**src/rtl/pipe_hazard_ctrl.sv**
```systemverilog
// Hazard, forwarding and data-memory handshake control for the 5-stage RV32 pipeline.
// Define PERF_CNT_EN to build the stall/flush performance counters.
module pipe_hazard_ctrl #(
  parameter int TIMEOUT_W = 8,
  parameter int TIMEOUT   = 200
) (
  input  logic        clk,
  input  logic        rstn,
  input  logic [4:0]  rs1_id,
  input  logic [4:0]  rs2_id,
  input  logic [4:0]  rs1_ex,
  input  logic [4:0]  rs2_ex,
  input  logic [4:0]  rd_ex,
  input  logic [4:0]  rd_mem,
  input  logic [4:0]  rd_wb,
  input  logic        reg_write_ex,
  input  logic        reg_write_mem,
  input  logic        reg_write_wb,
  input  logic        mem_read_ex,
  input  logic        jump_ex,
  input  logic        mem_access_mem,
  input  logic        dmem_ack,
  output logic        dmem_req,
  output logic        dmem_err,
  output logic        stall_pc,
  output logic        stall_ifid,
  output logic        flush_ifid,
  output logic        flush_idex,
  output logic        hold_exmem,
  output logic        flush_memwb,
  output logic [1:0]  fwd_a_sel,
  output logic [1:0]  fwd_b_sel,
  output logic [31:0] stall_cycles,
  output logic [31:0] flush_count
);

  typedef enum logic [1:0] {RUN = 2'd0, WAIT = 2'd1, DONE = 2'd2} state_t;

  localparam logic [TIMEOUT_W-1:0] CNT_LAST = TIMEOUT_W'(TIMEOUT - 1);
  localparam logic [TIMEOUT_W-1:0] CNT_ONE  = TIMEOUT_W'(1);
  localparam logic [TIMEOUT_W-1:0] CNT_ZERO = TIMEOUT_W'(0);

  state_t               state_q;
  logic [TIMEOUT_W-1:0] cnt_q;
  logic                 dmem_req_q;
  logic                 dmem_err_q;
  logic                 mem_hold_s;
  logic                 load_use_s;
  logic [5:0]           ctrl_s;

  // Forwarding select for one EX operand; the MEM stage holds the younger result.
  function automatic logic [1:0] fwd_sel(
    input logic [4:0] rs,
    input logic       wr_mem,
    input logic [4:0] rd_m,
    input logic       wr_wb,
    input logic [4:0] rd_w
  );
    if (wr_mem && (rd_m != 5'd0) && (rd_m == rs)) begin
      return 2'b01;
    end else if (wr_wb && (rd_w != 5'd0) && (rd_w == rs)) begin
      return 2'b10;
    end else begin
      return 2'b00;
    end
  endfunction

  // Data-memory handshake FSM with timeout; req/err are registered here.
  always_ff @(posedge clk) begin
    if (!rstn) begin
      state_q    <= RUN;
      cnt_q      <= CNT_ZERO;
      dmem_req_q <= 1'b0;
      dmem_err_q <= 1'b0;
    end else begin
      dmem_err_q <= 1'b0;
      case (state_q)
        RUN: begin
          if (mem_access_mem) begin
            state_q    <= WAIT;
            dmem_req_q <= 1'b1;
            cnt_q      <= CNT_ZERO;
          end else begin
            dmem_req_q <= 1'b0;
          end
        end
        WAIT: begin
          cnt_q <= cnt_q + CNT_ONE;
          if (dmem_ack) begin
            state_q    <= DONE;
            dmem_req_q <= 1'b0;
          end else if (cnt_q == CNT_LAST) begin
            state_q    <= DONE;
            dmem_req_q <= 1'b0;
            dmem_err_q <= 1'b1;
          end else begin
            dmem_req_q <= 1'b1;
          end
        end
        DONE: begin
          state_q    <= RUN;
          dmem_req_q <= 1'b0;
        end
        default: begin
          state_q    <= RUN;
          dmem_req_q <= 1'b0;
        end
      endcase
    end
  end

  // Stall/flush arbitration: memory hold beats a taken jump beats load-use.
  always_comb begin
    mem_hold_s = ((state_q == RUN) && mem_access_mem) || (state_q == WAIT);
    load_use_s = mem_read_ex && (rd_ex != 5'd0) && ((rd_ex == rs1_id) || (rd_ex == rs2_id));
    // {stall_pc, stall_ifid, flush_ifid, flush_idex, hold_exmem, flush_memwb}
    ctrl_s = 6'b000000;
    if (!rstn) begin
      ctrl_s = 6'b000000;
    end else if (mem_hold_s) begin
      ctrl_s = 6'b110011;
    end else if (jump_ex) begin
      ctrl_s = 6'b001100;
    end else if (load_use_s) begin
      ctrl_s = 6'b110100;
    end else begin
      ctrl_s = 6'b000000;
    end
  end

  assign stall_pc    = ctrl_s[5];
  assign stall_ifid  = ctrl_s[4];
  assign flush_ifid  = ctrl_s[3];
  assign flush_idex  = ctrl_s[2];
  assign hold_exmem  = ctrl_s[1];
  assign flush_memwb = ctrl_s[0];
  assign dmem_req    = dmem_req_q;
  assign dmem_err    = dmem_err_q;

  assign fwd_a_sel = rstn ? fwd_sel(rs1_ex, reg_write_mem, rd_mem, reg_write_wb, rd_wb) : 2'b00;
  assign fwd_b_sel = rstn ? fwd_sel(rs2_ex, reg_write_mem, rd_mem, reg_write_wb, rd_wb) : 2'b00;

`ifdef PERF_CNT_EN
  logic [31:0] stall_cnt_q, stall_cnt_d;
  logic [31:0] flush_cnt_q, flush_cnt_d;

  // Saturating next-count for both performance counters.
  always_comb begin
    stall_cnt_d = stall_cnt_q;
    flush_cnt_d = flush_cnt_q;
    if ((stall_pc || hold_exmem) && (stall_cnt_q != 32'hFFFF_FFFF)) begin
      stall_cnt_d = stall_cnt_q + 32'd1;
    end else begin
      stall_cnt_d = stall_cnt_q;
    end
    if (flush_ifid && (flush_cnt_q != 32'hFFFF_FFFF)) begin
      flush_cnt_d = flush_cnt_q + 32'd1;
    end else begin
      flush_cnt_d = flush_cnt_q;
    end
  end

  // Performance counter registers.
  always_ff @(posedge clk) begin
    if (!rstn) begin
      stall_cnt_q <= 32'd0;
      flush_cnt_q <= 32'd0;
    end else begin
      stall_cnt_q <= stall_cnt_d;
      flush_cnt_q <= flush_cnt_d;
    end
  end

  assign stall_cycles = stall_cnt_q;
  assign flush_count  = flush_cnt_q;
`else
  assign stall_cycles = 32'd0;
  assign flush_count  = 32'd0;
`endif

  // EX-stage write enable does not affect hazards handled here.
  logic unused_s;
  assign unused_s = reg_write_ex;

endmodule

```
**config.mk**
```make
export PLATFORM = sky130hd
export DESIGN_NAME = pipe_hazard_ctrl
export DESIGN_NICKNAME = d
export VERILOG_FILES = /design/src/rtl/pipe_hazard_ctrl.sv
export SDC_FILE = /design/constraint.sdc
export NUM_CORES = 1
export LEC_CHECK = 0
export BUFFER_PORTS_ARGS = -buffer_cell sky130_fd_sc_hd__buf_4
export CORE_ASPECT_RATIO = 1.4
export CORE_MARGIN = 4
export CORE_UTILIZATION = 36
export DETAILED_ROUTE_END_ITERATION = 10
export PLACE_DENSITY = 0.78
export SYNTH_ARGS = -nofsm -noshare
export SYNTH_HDL_FRONTEND = slang
export SYNTH_SLANG_ARGS = --single-unit
```
**constraint.sdc**
```tcl
create_clock -name clk -period 1.7 [get_ports clk]
set_clock_uncertainty 0.05 [all_clocks]
set_input_delay 0.34 -clock clk [delete_from_list [all_inputs] [get_ports clk]]
set_output_delay 0.34 -clock clk [all_outputs]
set_load 0.02 [all_outputs]
```
==> reports/summary.txt, run 1 <==
status: complete, but fails checks
violated checks: negative setup slack
final hold vios: 0
period utilisation layout: 116.5%
site row count: 27
CP max stage cell: or4_1
antenna fix cells: 0
Critical Path Source Type: primary input
Residual DRC: 0
count of different cell masters after synthesis: 38
RSZ-0062 raised after global routing: yes
top post-synthesis cells by area: buf_4 (33%), dfxtp_1 (16%), xor2_1 (14%), nor2_1 (3.8%), xnor2_1 (3.5%)
RR Endpoint: cnt_q[7]$_SDFFE_PN0P_
final WL: 3783 µm
CP Class: in -> out
leading area contributor after synthesis: buf_4
starting DRC count in detailed routing: 30
Hold EP: state_q[1]$_SDFFE_PN0P_
worst-path fanout max: 3
Final setup viols: 7
Max Slew Vio Count: 0
setup TNS: -1506 ps
RR Startpoint: state_q[1]$_SDFFE_PN0P_
Peak VDD IR: 0.5166 mV
crit path buf inv count: 2
worst setup margin: -281.3 ps
commonest non-fill, non-tap cells in the layout: conb_1 (64), buf_4 (55), xor2_1 (22), nor2_1 (13)
Total Routing Usage GR: 12.64%
Post-DP HPWL: 3045 µm
CP endpoint kind: output pin
footprint of the multi-input gates: 1126 µm²
clock tree buffer depth: 2
Register Area: 241.5 µm²
fill cell count: 355
Initial Util: 37.54%
share of layout cells above drive strength 1: 38.67%
vias per inst: 4.592
H-Tree Depth: 1
mux share of post-synthesis cell area: 1.433%
vias in the first global route: 1287
register area share after synthesis: 16.19%
most common cell after layout, fill and taps aside: conb_1
total clock sinks: 12
required time of the critical path: 1310 ps
# nets final: 303
Cells after Synth: 189
clk slew on worst S/H paths: 50 ps
Synth Area in XOR/XNOR: 17.71%
crit-path leading delay family: simple AND/OR/NAND/NOR gates
port bufs: 54
critical-path cell list: buf_8 -> or4_1 -> o211ai_1 -> or4_4 -> nor4_4 -> buf_4
Layout area overhead: 38.53%
antenna-violating nets left: 0
cell area after synthesis: 1484 µm²
CTS root buffer: clkbuf_8
FMAX: 504.7 MHz
global-route wire length before repair: 5423 µm
DR pass1 iterations: 4
Critical Path Start: rd_wb[3]
full die area: 5228 µm²
TritonCTS clock tree: yes
DIE HEIGHT: 83.97 µm
worst hold path cell count: 3
reg2reg path depth: 4
largest family of logic cells by synthesized area: buffers and inverters
syn avg cell area: 7.851 µm²
Synth warnings: 0
post-synth top area share: 33.39%
Num CTS Buffers: 3
Pwr per Cell Area: 499.4 nW/µm²
Die X-Extent: 62.26 µm
Leakage: 0.0009860 µW
Post-Synth Simple-Gate Area: 20.40%
grt total ovfl: 0
Compound-Gate Fraction of Synth Area: 8.432%
initial antenna violation count: 0
R2R Setup Slk: 190 ps
Arrival @ worst endpoint: 1590 ps
Vias: 1373
min-delay worst type: in -> reg
Min Hold Slack: 297.5 ps
core area: 3953 µm²
worst hold start: dmem_ack
IO Count: 120
pin count of the biggest net entering global routing: 11
Slowest Stage Delay on Critical Path: 500 ps
Max-Cap Viols: 0
GPL Wtd Cong: 0.7896
final total power: 1027 µW
Worst-Skew Late Latency: 240 ps
Post-Synth Adder-Cell Area: 0.8432%
fin crit period: 1981 ps
routed len/inst: 12.65 µm
flops & latches, synth: 12
## flip-flops by register name, indices dropped and copies added (netlist names)
| signal | cells |
|---|---|
| state_q | 2 |
| dmem_err | 1 |
| cnt_q | 8 |
| dmem_req | 1 |
## tightest hold or removal path, delay by kind of cell
kind                   cells  cell delay (ps)
AOI/OAI and AO/OA          1               40
and+or+nand+nor            1               80
buffers and inverters      1               80
## cells by family after synthesis
kind of cell,after synthesis
simple gates,54
flops,12
mux,2
buf+inv,71
compound gates,18
other cells,1
xor+xnor,30
fa+ha+maj,1
## what timing repair did
action	4_1_cts	5_1_grt
endpoints found under the setup margin	10	12
buffers inserted	1	1
pin swaps	6	11
resized for setup	21	18
hold buffers	0	0
## worst max path at each step
stage / slack (ps) / endpoint / cells after the start
global placement: -320 / fwd_b_sel[1] / 6
detailed placement: -340 / fwd_a_sel[0] / 6
floorplan: -180 / stall_pc / 5
global route: -330 / fwd_a_sel[1] / 6
CTS: -290 / fwd_a_sel[1] / 6
finish: -280 / fwd_a_sel[1] / 6
## stage by stage
step | worst slack, ps | cell area, µm² | std cells | utilization, %
final | -281.3 | 2056 | 299 | 52.01
after global routing | -329.7 | 2056 | 299 | 52.01
after CTS | -291.6 | 1964 | 298 | 49.70
after detailed placement | -335.6 | 1824 | 294 | 46.15
after global placement | -318.0 | 1824 | 294 | 46.15
after floorplan | -175.6 | 1772 | 252 | -
## power by group
group / total (µW) / internal, µW / switching [µW]
Sequential: 296 / 289 / 7.18
Clock: 254 / 156 / 98.6
Combinational: 476 / 185 / 292
## Yosys cell counts, drive strengths merged
cell type / n
xor2: 24
xnor2: 6
a21oi: 4
o21ai: 4
and2: 2
and4: 1
or3b: 1
ha: 1
buf: 67
and3: 1
nand2: 8
a22oi: 2
clkbuf: 1
or2: 1
or4: 6
nand3: 5
nor4bb: 1
o311ai: 1
a31oi: 1
nor2: 15
a311oi: 2
nor4: 5
nand3b: 1
inv: 3
a41oi: 1
o211ai: 1
dfxtp: 12
mux2: 1
nor2b: 2
mux2i: 1
nand2b: 1
nor3: 4
o41ai: 2
conb: 1
## cell type report
cell class,count,share of cell area (%)
repair buffers,69,28.30
flip-flops and latches,12,11.75
clock buffers,3,2.009
multi-input cells,169,54.78
well taps,43,2.617
inverters,3,0.5478
## metal layers
layer  vias up  wire length [µm]  global-route usage (%)
li1        644                 -                       -
met1       636              1165                   11.70
met2        84              2144                   24.53
met3         9               380                   2.291
met4         0                93                   7.722
met5         -                 0                       0
No activity file was read; power rests on OpenSTA's default activity.
==> run 2: changes to the inputs <==
Settings changed: CORE_ASPECT_RATIO 1.4 to 1.25, CORE_MARGIN 4 to 2.
==> reports/summary.txt, run 2 (synthesis results as in run 1) <==
Post-DP HPWL: 2629 µm (-14%)
required time of the critical path: 1310 ps (about the same)
reg2reg path depth: 5 (+1)
final hold vios: 0 (unchanged)
critical-path cell list: buf_8 -> or4_4 -> o21ai_4 -> nor4_4 -> nor4_4 -> buf_4
CP endpoint kind: output pin
crit-path leading delay family: simple AND/OR/NAND/NOR gates
Slowest Stage Delay on Critical Path: 530 ps (+30 ps)
port bufs: 54 (unchanged)
Num CTS Buffers: 3 (unchanged)
Design Area, Final: 2082 µm² (+1.3%)
commonest non-fill, non-tap cells in the layout: conb_1 (64), buf_4 (58), xor2_1 (24), nor2_1 (14), buf_6 (12)
Vias: 1365 (-0.58%)
DIE HEIGHT: 75.78 µm (-9.7%)
Critical Path Source Type: primary input
Arrival @ worst endpoint: 1590 ps (about the same)
period utilisation layout: 116.5% (about the same)
Critical Path Start: rd_mem[1]
DR pass1 iterations: 4 (unchanged)
violated checks: negative setup slack
final total power: 1093 µW (+6.4%)
crit path buf inv count: 2 (unchanged)
Pint: 680.2 µW (+8.1%)
fin crit period: 1980 ps (-0.9870 ps)
max reg flops: 8 (unchanged)
placed cell areas: 1856 µm² (+1.7%)
Leakage: 0.001002 µW (+1.7%)
clock power share: 29.4% (+4.6 points)
Initial Util: 36.79% (-0.76 points)
Reg with most FFs: cnt_q
worst setup margin: -280.3 ps (+0.9870 ps)
vias per inst: 4.320 (-5.9%)
CP Class: in -> out
Comb pwr share: 43.6% (-2.8 points)
share of layout cells above drive strength 1: 38.46% (-0.21 points)
Total Routing Usage GR: 14.89% (+2.2 points)
Pwr per Cell Area: 524.8 nW/µm² (+5.1%)
RSZ-0062 raised after global routing: yes
worst hold start: dmem_ack
clock tree buffer depth: 2 (unchanged)
# nets final: 306 (+0.99%)
Max Slew Vio Count: 0 (unchanged)
final WL: 3482 µm (-8.0%)
Final setup viols: 8 (+1)
global-route wire length before repair: 5126 µm (-5.5%)
switch share: 37.74% (-0.97 points)
core area: 4034 µm² (+2.1%)
Worst-Skew Late Latency: 250 ps (about the same)
most common cell after layout, fill and taps aside: conb_1
Max-Cap Viols: 0 (unchanged)
min-delay worst type: in -> reg
RR Startpoint: cnt_q[0]$_SDFFE_PN0P_
total clock sinks: 12 (unchanged)
IO Count: 120 (unchanged)
Hold Buf Count CTS: 0 (unchanged)
Sw Pwr: 412.3 µW (+3.8%)
number of stages on the worst setup path: 6 (unchanged)
site row count: 26 (-3.7%)
Layout area overhead: 40.30%
Reg power frac: 27.0% (-1.8 points)
initial antenna violation count: 0 (unchanged)
starting DRC count in detailed routing: 62 (+110%)
CTS root buffer: clkbuf_8
TritonCTS clock tree: yes
pin count of the biggest net entering global routing: 11 (unchanged)
Peak VDD IR: 0.1873 mV (-64%)
GPL Wtd Cong: 0.8474 (+7.3%)
worst hold path cell count: 3 (unchanged)
dpl ws: -319.4 ps (+16.20 ps)
Regs by FF count: cnt_q x8, state_q x2
fill cell count: 397 (+12%)
Die X-Extent: 61.43 µm (-1.3%)
full die area: 4655 µm² (-11%)
clk slew on worst S/H paths: 60 ps (about the same)
final design utilization: 51.61% (-0.40 points)
worst-path fanout max: 2 (-1)
FMAX: 505.0 MHz (about the same)
antenna-violating nets left: 0 (unchanged)
grt total ovfl: 0 (unchanged)
CP max stage cell: or4_4
vias in the first global route: 1243 (-3.4%)
H-Tree Depth: 1 (unchanged)
status: complete, but fails checks
routed len/inst: 11.02 µm (-13%)
Crit path top cell by count: nor4_4
Min Hold Slack: 283.3 ps (-14.26 ps)
antenna fix cells: 0 (unchanged)
Residual DRC: 0 (unchanged)
-- run 2: tightest hold or removal path, stage by stage --
cell and delay (ps):
buf_4 80, a31oi_1 40, nor2_1 80
-- run 2: metal layers --
metal	vias up	track usage [%]	part of all wire (%)
met5	-	0	0
li1	650	-	-
met3	5	2.037	7.8
met4	0	5.910	2.0
met2	86	31.56	59
met1	624	13.37	32
-- run 2: final cells by class --
cell class / instances / area (µm²) / area share, %
multi-input combinational: 169 / 1104 / 53.00
timing repair buffer: 72 / 600.6 / 28.85
sequential: 12 / 241.5 / 11.60
tap: 56 / 70.07 / 3.365
clock buffer: 4 / 55.05 / 2.644
inverter: 3 / 11.26 / 0.5409
-- run 2: what timing repair did --
item	in CTS	in global routing
pin swaps	12	10
gates resized for setup	24	10
setup buffers	1	2
cloned	0	0
setup endpoints to repair	10	11
-- run 2: power by group through the flow --
stage	Sequential, µW	Combinational [µW]	Clock [µW]
global placement	300	417	0
detailed placement	300	422	0
global route	296	515	336
finish	295	477	321
floorplan	301	372	0
CTS	294	451	328
-- run 2: per-stage QoR --
stage	cells	TNS, ps
global placement	309	-1861
floorplan	252	-500.7
global route	316	-1880
finish	316	-1564
detailed placement	309	-1923
CTS	314	-1471
-- run 2: final timing paths --
path / end / slack, ps
worst min-delay path: state_q[1]$_SDFFE_PN0P_ / 280
worst min register to register: cnt_q[2]$_SDFFE_PN0P_ / 470
worst max-delay path: fwd_a_sel[1] / -280
worst max register to register: state_q[0]$_SDFFE_PN0P_ / 200
